**config.mk**
```make
export PLATFORM = sky130hd
export DESIGN_NAME = relogio_set_ctrl
export DESIGN_NICKNAME = d
export VERILOG_FILES = /design/src/rtl/relogio_set_ctrl.sv
export SDC_FILE = /design/constraint.sdc
export NUM_CORES = 1
export LEC_CHECK = 0
export BUFFER_PORTS_ARGS = -buffer_cell sky130_fd_sc_hd__buf_4
export CAP_MARGIN = 40
export CELL_PAD_IN_SITES_DETAIL_PLACEMENT = 0
export CELL_PAD_IN_SITES_GLOBAL_PLACEMENT = 1
export CORE_MARGIN = 5
export CORE_UTILIZATION = 29
export DETAILED_ROUTE_END_ITERATION = 16
export GPL_TIMING_DRIVEN = 1
export PLACE_DENSITY = 0.54
export SKIP_CTS_REPAIR_TIMING = 1
export SLEW_MARGIN = 25
export SYNTH_ARGS = -nofsm -noshare
export SYNTH_HDL_FRONTEND = slang
export SYNTH_SLANG_ARGS = --single-unit
```
**constraint.sdc**
```tcl
create_clock -name main_clock -period 2.1 [get_ports main_clock]
set_input_delay 0.21 -clock main_clock [delete_from_list [all_inputs] [get_ports main_clock]]
set_output_delay 0.21 -clock main_clock [all_outputs]
set_load 0.01 [all_outputs]
```
**src/rtl/relogio_set_ctrl.sv**
```systemverilog
// Time-set and tick controller for the HH:MM:SS clock: key debounce, RUN/SET mode FSM,
// 1 Hz count enable, blink strobe and per-field set pulses. Define RELOGIO_SET_AUTOREPEAT_EN for inc hold-to-repeat.
module relogio_set_ctrl #(
    parameter int CLK_HZ          = 50_000_000,
    parameter int DEBOUNCE_CYCLES = 1_000_000
) (
    input  logic       main_clock,
    input  logic       main_reset,
    input  logic       key_mode,
    input  logic       key_inc,
    output logic [1:0] state,
    output logic       tick_1hz,
    output logic       inc_h,
    output logic       inc_m,
    output logic       clr_s,
    output logic       blink
);

    localparam int PRESC_W   = (CLK_HZ > 1) ? $clog2(CLK_HZ) : 1;
    localparam int DEB_W     = (DEBOUNCE_CYCLES > 1) ? $clog2(DEBOUNCE_CYCLES) : 1;
    localparam int BLINK_DIV = (CLK_HZ / 4 > 0) ? CLK_HZ / 4 : 1;
    localparam int BLINK_W   = (BLINK_DIV > 1) ? $clog2(BLINK_DIV) : 1;

    localparam logic [PRESC_W-1:0] PRESC_LAST = PRESC_W'(CLK_HZ - 1);
    localparam logic [DEB_W-1:0]   DEB_LAST   = DEB_W'(DEBOUNCE_CYCLES - 1);
    localparam logic [BLINK_W-1:0] BLINK_LAST = BLINK_W'(BLINK_DIV - 1);

    typedef enum logic [1:0] {
        RUN   = 2'd0,
        SET_H = 2'd1,
        SET_M = 2'd2,
        SET_S = 2'd3
    } mode_t;

    mode_t cur;
    mode_t nxt;

    // Bit 0 carries the mode key, bit 1 the inc key.
    logic [1:0] keys;
    logic [1:0] sync_a;
    logic [1:0] sync_b;
    logic [1:0] deb;
    logic [1:0] deb_d;
    logic [DEB_W-1:0] deb_cnt [2];

    logic mode_press;
    logic inc_press;
    logic rpt_fire;

    logic inc_h_nxt;
    logic inc_m_nxt;
    logic clr_s_nxt;

    logic [PRESC_W-1:0] presc;
    logic [BLINK_W-1:0] blink_cnt;

    assign keys = {key_inc, key_mode};

    always_ff @(posedge main_clock) begin
        if (!main_reset) begin
            sync_a     <= 2'b11;
            sync_b     <= 2'b11;
            deb        <= 2'b11;
            deb_d      <= 2'b11;
            deb_cnt[0] <= '0;
            deb_cnt[1] <= '0;
        end else begin
            sync_a <= keys;
            sync_b <= sync_a;
            deb_d  <= deb;
            for (int k = 0; k < 2; k++) begin
                if (sync_b[k] == deb[k]) begin
                    deb_cnt[k] <= '0;
                end else if (deb_cnt[k] == DEB_LAST) begin
                    deb[k]     <= sync_b[k];
                    deb_cnt[k] <= '0;
                end else begin
                    deb_cnt[k] <= deb_cnt[k] + 1'b1;
                end
            end
        end
    end

    // Only the debounced falling edge counts; a simultaneous mode press swallows inc.
    assign mode_press = deb_d[0] & ~deb[0];
    assign inc_press  = deb_d[1] & ~deb[1] & ~mode_press;

`ifdef RELOGIO_SET_AUTOREPEAT_EN
    localparam int HOLD_FIRST = (CLK_HZ / 2 > 0) ? CLK_HZ / 2 : 1;
    localparam int HOLD_NEXT  = (CLK_HZ / 4 > 0) ? CLK_HZ / 4 : 1;
    localparam int HOLD_W     = (HOLD_FIRST > 1) ? $clog2(HOLD_FIRST) : 1;

    logic              rpt_active;
    logic              rpt_first;
    logic [HOLD_W-1:0] rpt_cnt;

    assign rpt_fire = rpt_active && !deb[1] && !mode_press &&
                      (rpt_cnt == (rpt_first ? HOLD_W'(HOLD_FIRST - 1) : HOLD_W'(HOLD_NEXT - 1)));

    always_ff @(posedge main_clock) begin
        if (!main_reset) begin
            rpt_active <= 1'b0;
            rpt_first  <= 1'b0;
            rpt_cnt    <= '0;
        end else if (inc_press && (cur == SET_H || cur == SET_M)) begin
            rpt_active <= 1'b1;
            rpt_first  <= 1'b1;
            rpt_cnt    <= '0;
        end else if (rpt_active) begin
            if (deb[1] || mode_press) begin
                rpt_active <= 1'b0;
                rpt_cnt    <= '0;
            end else if (rpt_fire) begin
                rpt_first <= 1'b0;
                rpt_cnt   <= '0;
            end else begin
                rpt_cnt <= rpt_cnt + 1'b1;
            end
        end
    end
`else
    assign rpt_fire = 1'b0;
`endif

    always_ff @(posedge main_clock) begin
        if (!main_reset) begin
            cur <= RUN;
        end else begin
            cur <= nxt;
        end
    end

    always_comb begin
        nxt = cur;
        if (mode_press) begin
            case (cur)
                RUN:     nxt = SET_H;
                SET_H:   nxt = SET_M;
                SET_M:   nxt = SET_S;
                default: nxt = RUN;
            endcase
        end
    end

    always_comb begin
        inc_h_nxt = 1'b0;
        inc_m_nxt = 1'b0;
        clr_s_nxt = 1'b0;
        if (inc_press || rpt_fire) begin
            case (cur)
                SET_H:   inc_h_nxt = 1'b1;
                SET_M:   inc_m_nxt = 1'b1;
                SET_S:   clr_s_nxt = inc_press;
                default: ;
            endcase
        end
    end

    // Prescaler and blink look at both current and next state so neither output
    // leaks across a mode change, and both restart from zero on entry.
    always_ff @(posedge main_clock) begin
        if (!main_reset) begin
            presc     <= '0;
            tick_1hz  <= 1'b0;
            blink_cnt <= '0;
            blink     <= 1'b0;
            inc_h     <= 1'b0;
            inc_m     <= 1'b0;
            clr_s     <= 1'b0;
        end else begin
            inc_h <= inc_h_nxt;
            inc_m <= inc_m_nxt;
            clr_s <= clr_s_nxt;

            if (cur == RUN && nxt == RUN) begin
                tick_1hz <= (presc == PRESC_LAST);
                presc    <= (presc == PRESC_LAST) ? '0 : presc + 1'b1;
            end else begin
                tick_1hz <= 1'b0;
                presc    <= '0;
            end

            if (cur != RUN && nxt != RUN) begin
                if (blink_cnt == BLINK_LAST) begin
                    blink_cnt <= '0;
                    blink     <= ~blink;
                end else begin
                    blink_cnt <= blink_cnt + 1'b1;
                end
            end else begin
                blink_cnt <= '0;
                blink     <= 1'b0;
            end
        end
    end

    assign state = cur;

endmodule
```
==> metrics.md <==
| Metric | Value |
|---|---|
| Status | `finished, violations left` |
| Failing checks | `setup timing` |
| CTS buffer count | `9` |
| Mapped cell area | `5200 µm²` |
| Comb pwr share | `0.035` |
| P_leak | `2.14 nW` |
| Clock power share | `0.425` |
| Top FF cell, synth | `dfxtp_1` |
| DR DRC count | `0` |
| Nets@finish | `653` |
| IO Port Bufs | `10` |
| DRT iter0 DRCs | `206` |
| Vias per cell | `4.71` |
| PwrDens | `625 nW/µm²` |
| Fillers | `1,806` |
| Final WL | `10,800 µm` |
| FF-to-FF path depth | `5` |
| Share of cells above drive strength 1 | `0.183` |
| Switching portion of total power | `0.222` |
| Initial Utilization | `0.292` |
| Sink Count | `105` |
| Final worst slack | `-0.0811 ns` |
| Post-synth top area share | `0.250` |
| Vias in the first global route | `3,942` |
| Maximum vdd drop | `0.000357 V` |
| Final setup violation count | `19` |
| Sequential share of power | `0.540` |
| Die area | `20,700 µm²` |
| Area contributors post-synth | `dfxtp_1 25%, edfxtp_1 23%, xnor2_1 5.7%` |
| Hold path cells | `2` |
| Gr ovfl total | `0` |
| Library cells used by synthesis | `48` |
| CP Max Fanout | `6` |
| Largest area contributor in the netlist | `dfxtp_1` |
| Unrepaired setup endpoints after global routing | `true` |
| Non-Filler Instances | `875` |
| Clock skew | `0.00738 ns` |
| Min-Delay Path Class | `in2reg` |
| Largest net degree at the start of global routing | `28` |
| Total core area | `17,800 µm²` |
| Longest Clk Path Bufs | `2` |
| Kind of critical path | `reg2reg` |
| Fmax achieved | `458 MHz` |
| First-pass GRT wire length | `18,700 µm` |
| Antenna diodes | `0` |
| Post-detail-place hpwl | `7760 µm` |
| Power Internal | `0.00315 W` |
| Antenna viol nets, final | `0` |
| Post-synth EDFFs | `40` |
| Most instantiated cells after synthesis | `65 x dfxtp_1, 57 x nor2_1, 40 x edfxtp_1` |
| H-tree levels | `3` |
| Clk root buf | `clkbuf_16` |
| Switch Pwr | `0.000897 W` |
| Post-Synthesis Cells | `544` |
| Worst path required time | `2.19 ns` |
| Max-cap viol count | `0` |
| Average wire per standard cell | `12.3 µm` |
| Min Tclk post-route | `2.18 ns` |
| Total placed cells including tap cells | `859` |
| Clock transition at the registers of the reported paths | `0.07 ns` |
| Gr usage total | `0.111` |
| CTS tree | `yes` |
| DIE HEIGHT | `144 µm` |
| Yosys Warn Count | `0` |
| Post-synth ARST share | `0` |
| Dpl ws | `-0.0738 ns` |
| Most frequent cell after synthesis | `dfxtp_1` |
| Finished Core Util | `0.364` |
| Hold WS | `0.0460 ns` |
| Pre-antenna DRT Iters | `4` |
| P&R area growth vs syn | `24.6%` |
| Die Span X | `144 µm` |
| Worst setup EP type | `flip-flop` |
| Placer Congestion | `0.731` |
| Yosys reg bits | `105` |
| Max Slew Vio Count | `0` |
| Worst endpoint data arrival time | `2.27 ns` |
| Hold Fails Final Rpt | `0` |
| Clock Latency Late Sink | `0.35 ns` |
| Std-Cell Rows | `49` |
| Startpoint Class | `flip-flop` |
| Initial antenna violation count | `0` |
| R2r setup slk | `-0.08 ns` |
| Part of the cycle the worst path needs | `1.04` |
| I/O pin cnt | `11` |
| Sequential cell area fraction in the yosys report | `0.482` |
| Via Count | `4,125` |
| Mean Syn Cell Area | `9.55 µm²` |
| PnR Total Power | `0.00405 W` |
## worst paths after layout
check                                 endpoint      startpoint
worst max-delay path            deb_cnt[1][19]  deb_cnt[1][13]
worst min-delay path                 sync_a[0]        key_mode
worst max register to register  deb_cnt[1][19]  deb_cnt[1][13]
worst min register to register       sync_b[0]       sync_a[0]
## cells in the final DEF, fill, tap and decap left out, types with 3 or more instances in the layout
cell type  count
a211oi_2       3
or3_1         20
nand3_1       30
nor4b_1        4
o31ai_1       12
or4_1         13
or4_4          4
clkbuf_16      9
conb_1        40
and2_1         5
a21oi_2        5
nand2_1       33
nor2_1        56
nor2b_1        5
a21oi_1       15
and3_1         5
dfxtp_1       65
xnor2_1       34
o211ai_1       3
o21ai_0       17
and4_1        10
xor2_1        22
buf_4         68
nor3_1        21
ha_1           8
nand2b_1       7
a211oi_1       7
edfxtp_1      40
inv_1         15
nand4_1       22
nor4_1        13
## power by group through the flow
stage | logic, W | registers [W] | clock network [W]
finish | 0.000140 | 0.00219 | 0.00172
global route | 0.000159 | 0.00219 | 0.00191
CTS | 0.000135 | 0.00219 | 0.00181
detailed placement | 0.000134 | 0.00223 | 0
global placement | 0.000135 | 0.00223 | 0
floorplan | 0.0000824 | 0.00223 | 0
## per-stage QoR
| stage | instance area [µm²] | setup TNS (ns) |
|---|---|---|
| floorplan | 5340 | -1.19 |
| CTS | 6380 | -1.72 |
| detailed placement | 6070 | -1.06 |
| global placement | 6070 | -0.744 |
| global route | 6470 | -2.17 |
| finish | 6470 | -1.16 |
## state kept, by name, indices dropped and copies added, names as in the netlist
register   flops
deb_cnt       40
clr_s          1
sync_b         2
tick_1hz       1
blink          1
inc_h          1
state          2
inc_m          1
deb_d          2
presc         26
blink_cnt     24
deb            2
sync_a         2
## layout make-up
| cell class | instances | area, µm² | share of cell area |
|---|---|---|---|
| Clock buffer | 9 | 225 | 0.0348 |
| Clock inverter | 7 | 76.3 | 0.0118 |
| Inverter | 15 | 56.3 | 0.00870 |
| Multi-Input combinational cell | 439 | 2770 | 0.428 |
| Sequential cell | 105 | 2500 | 0.387 |
| Tap cell | 229 | 287 | 0.0443 |
| Timing Repair Buffer | 71 | 553 | 0.0854 |
## worst max-delay path, stage by stage (launching register included)
cell and delay [ns]:
edfxtp_1 0.38, or4b_4 0.54, or4_4 0.55, o211ai_4 0.23, buf_6 0.18, a21oi_2 0.04
## layer usage
metal / track usage / share of wire / vias up
met2: 0.175 / 0.45 / 39
li1: - / - / 2152
met3: 0.0356 / 0.034 / 7
met4: 0.0307 / 0.0063 / 0
met5: 0 / 0 / -
met1: 0.146 / 0.51 / 1927
## kinds of logic after synthesis
| kind of cell | after synthesis | share of synthesized area |
|---|---|---|
| xor+xnor | 56 | 0.0944 |
| flops | 105 | 0.482 |
| fa+ha+maj | 8 | 0.0193 |
| other cells | 1 | 0.000722 |
| buf+inv | 39 | 0.0318 |
| simple gates | 265 | 0.284 |
| compound gates | 70 | 0.0881 |
Note: power is estimated with default switching activity, not from simulation.
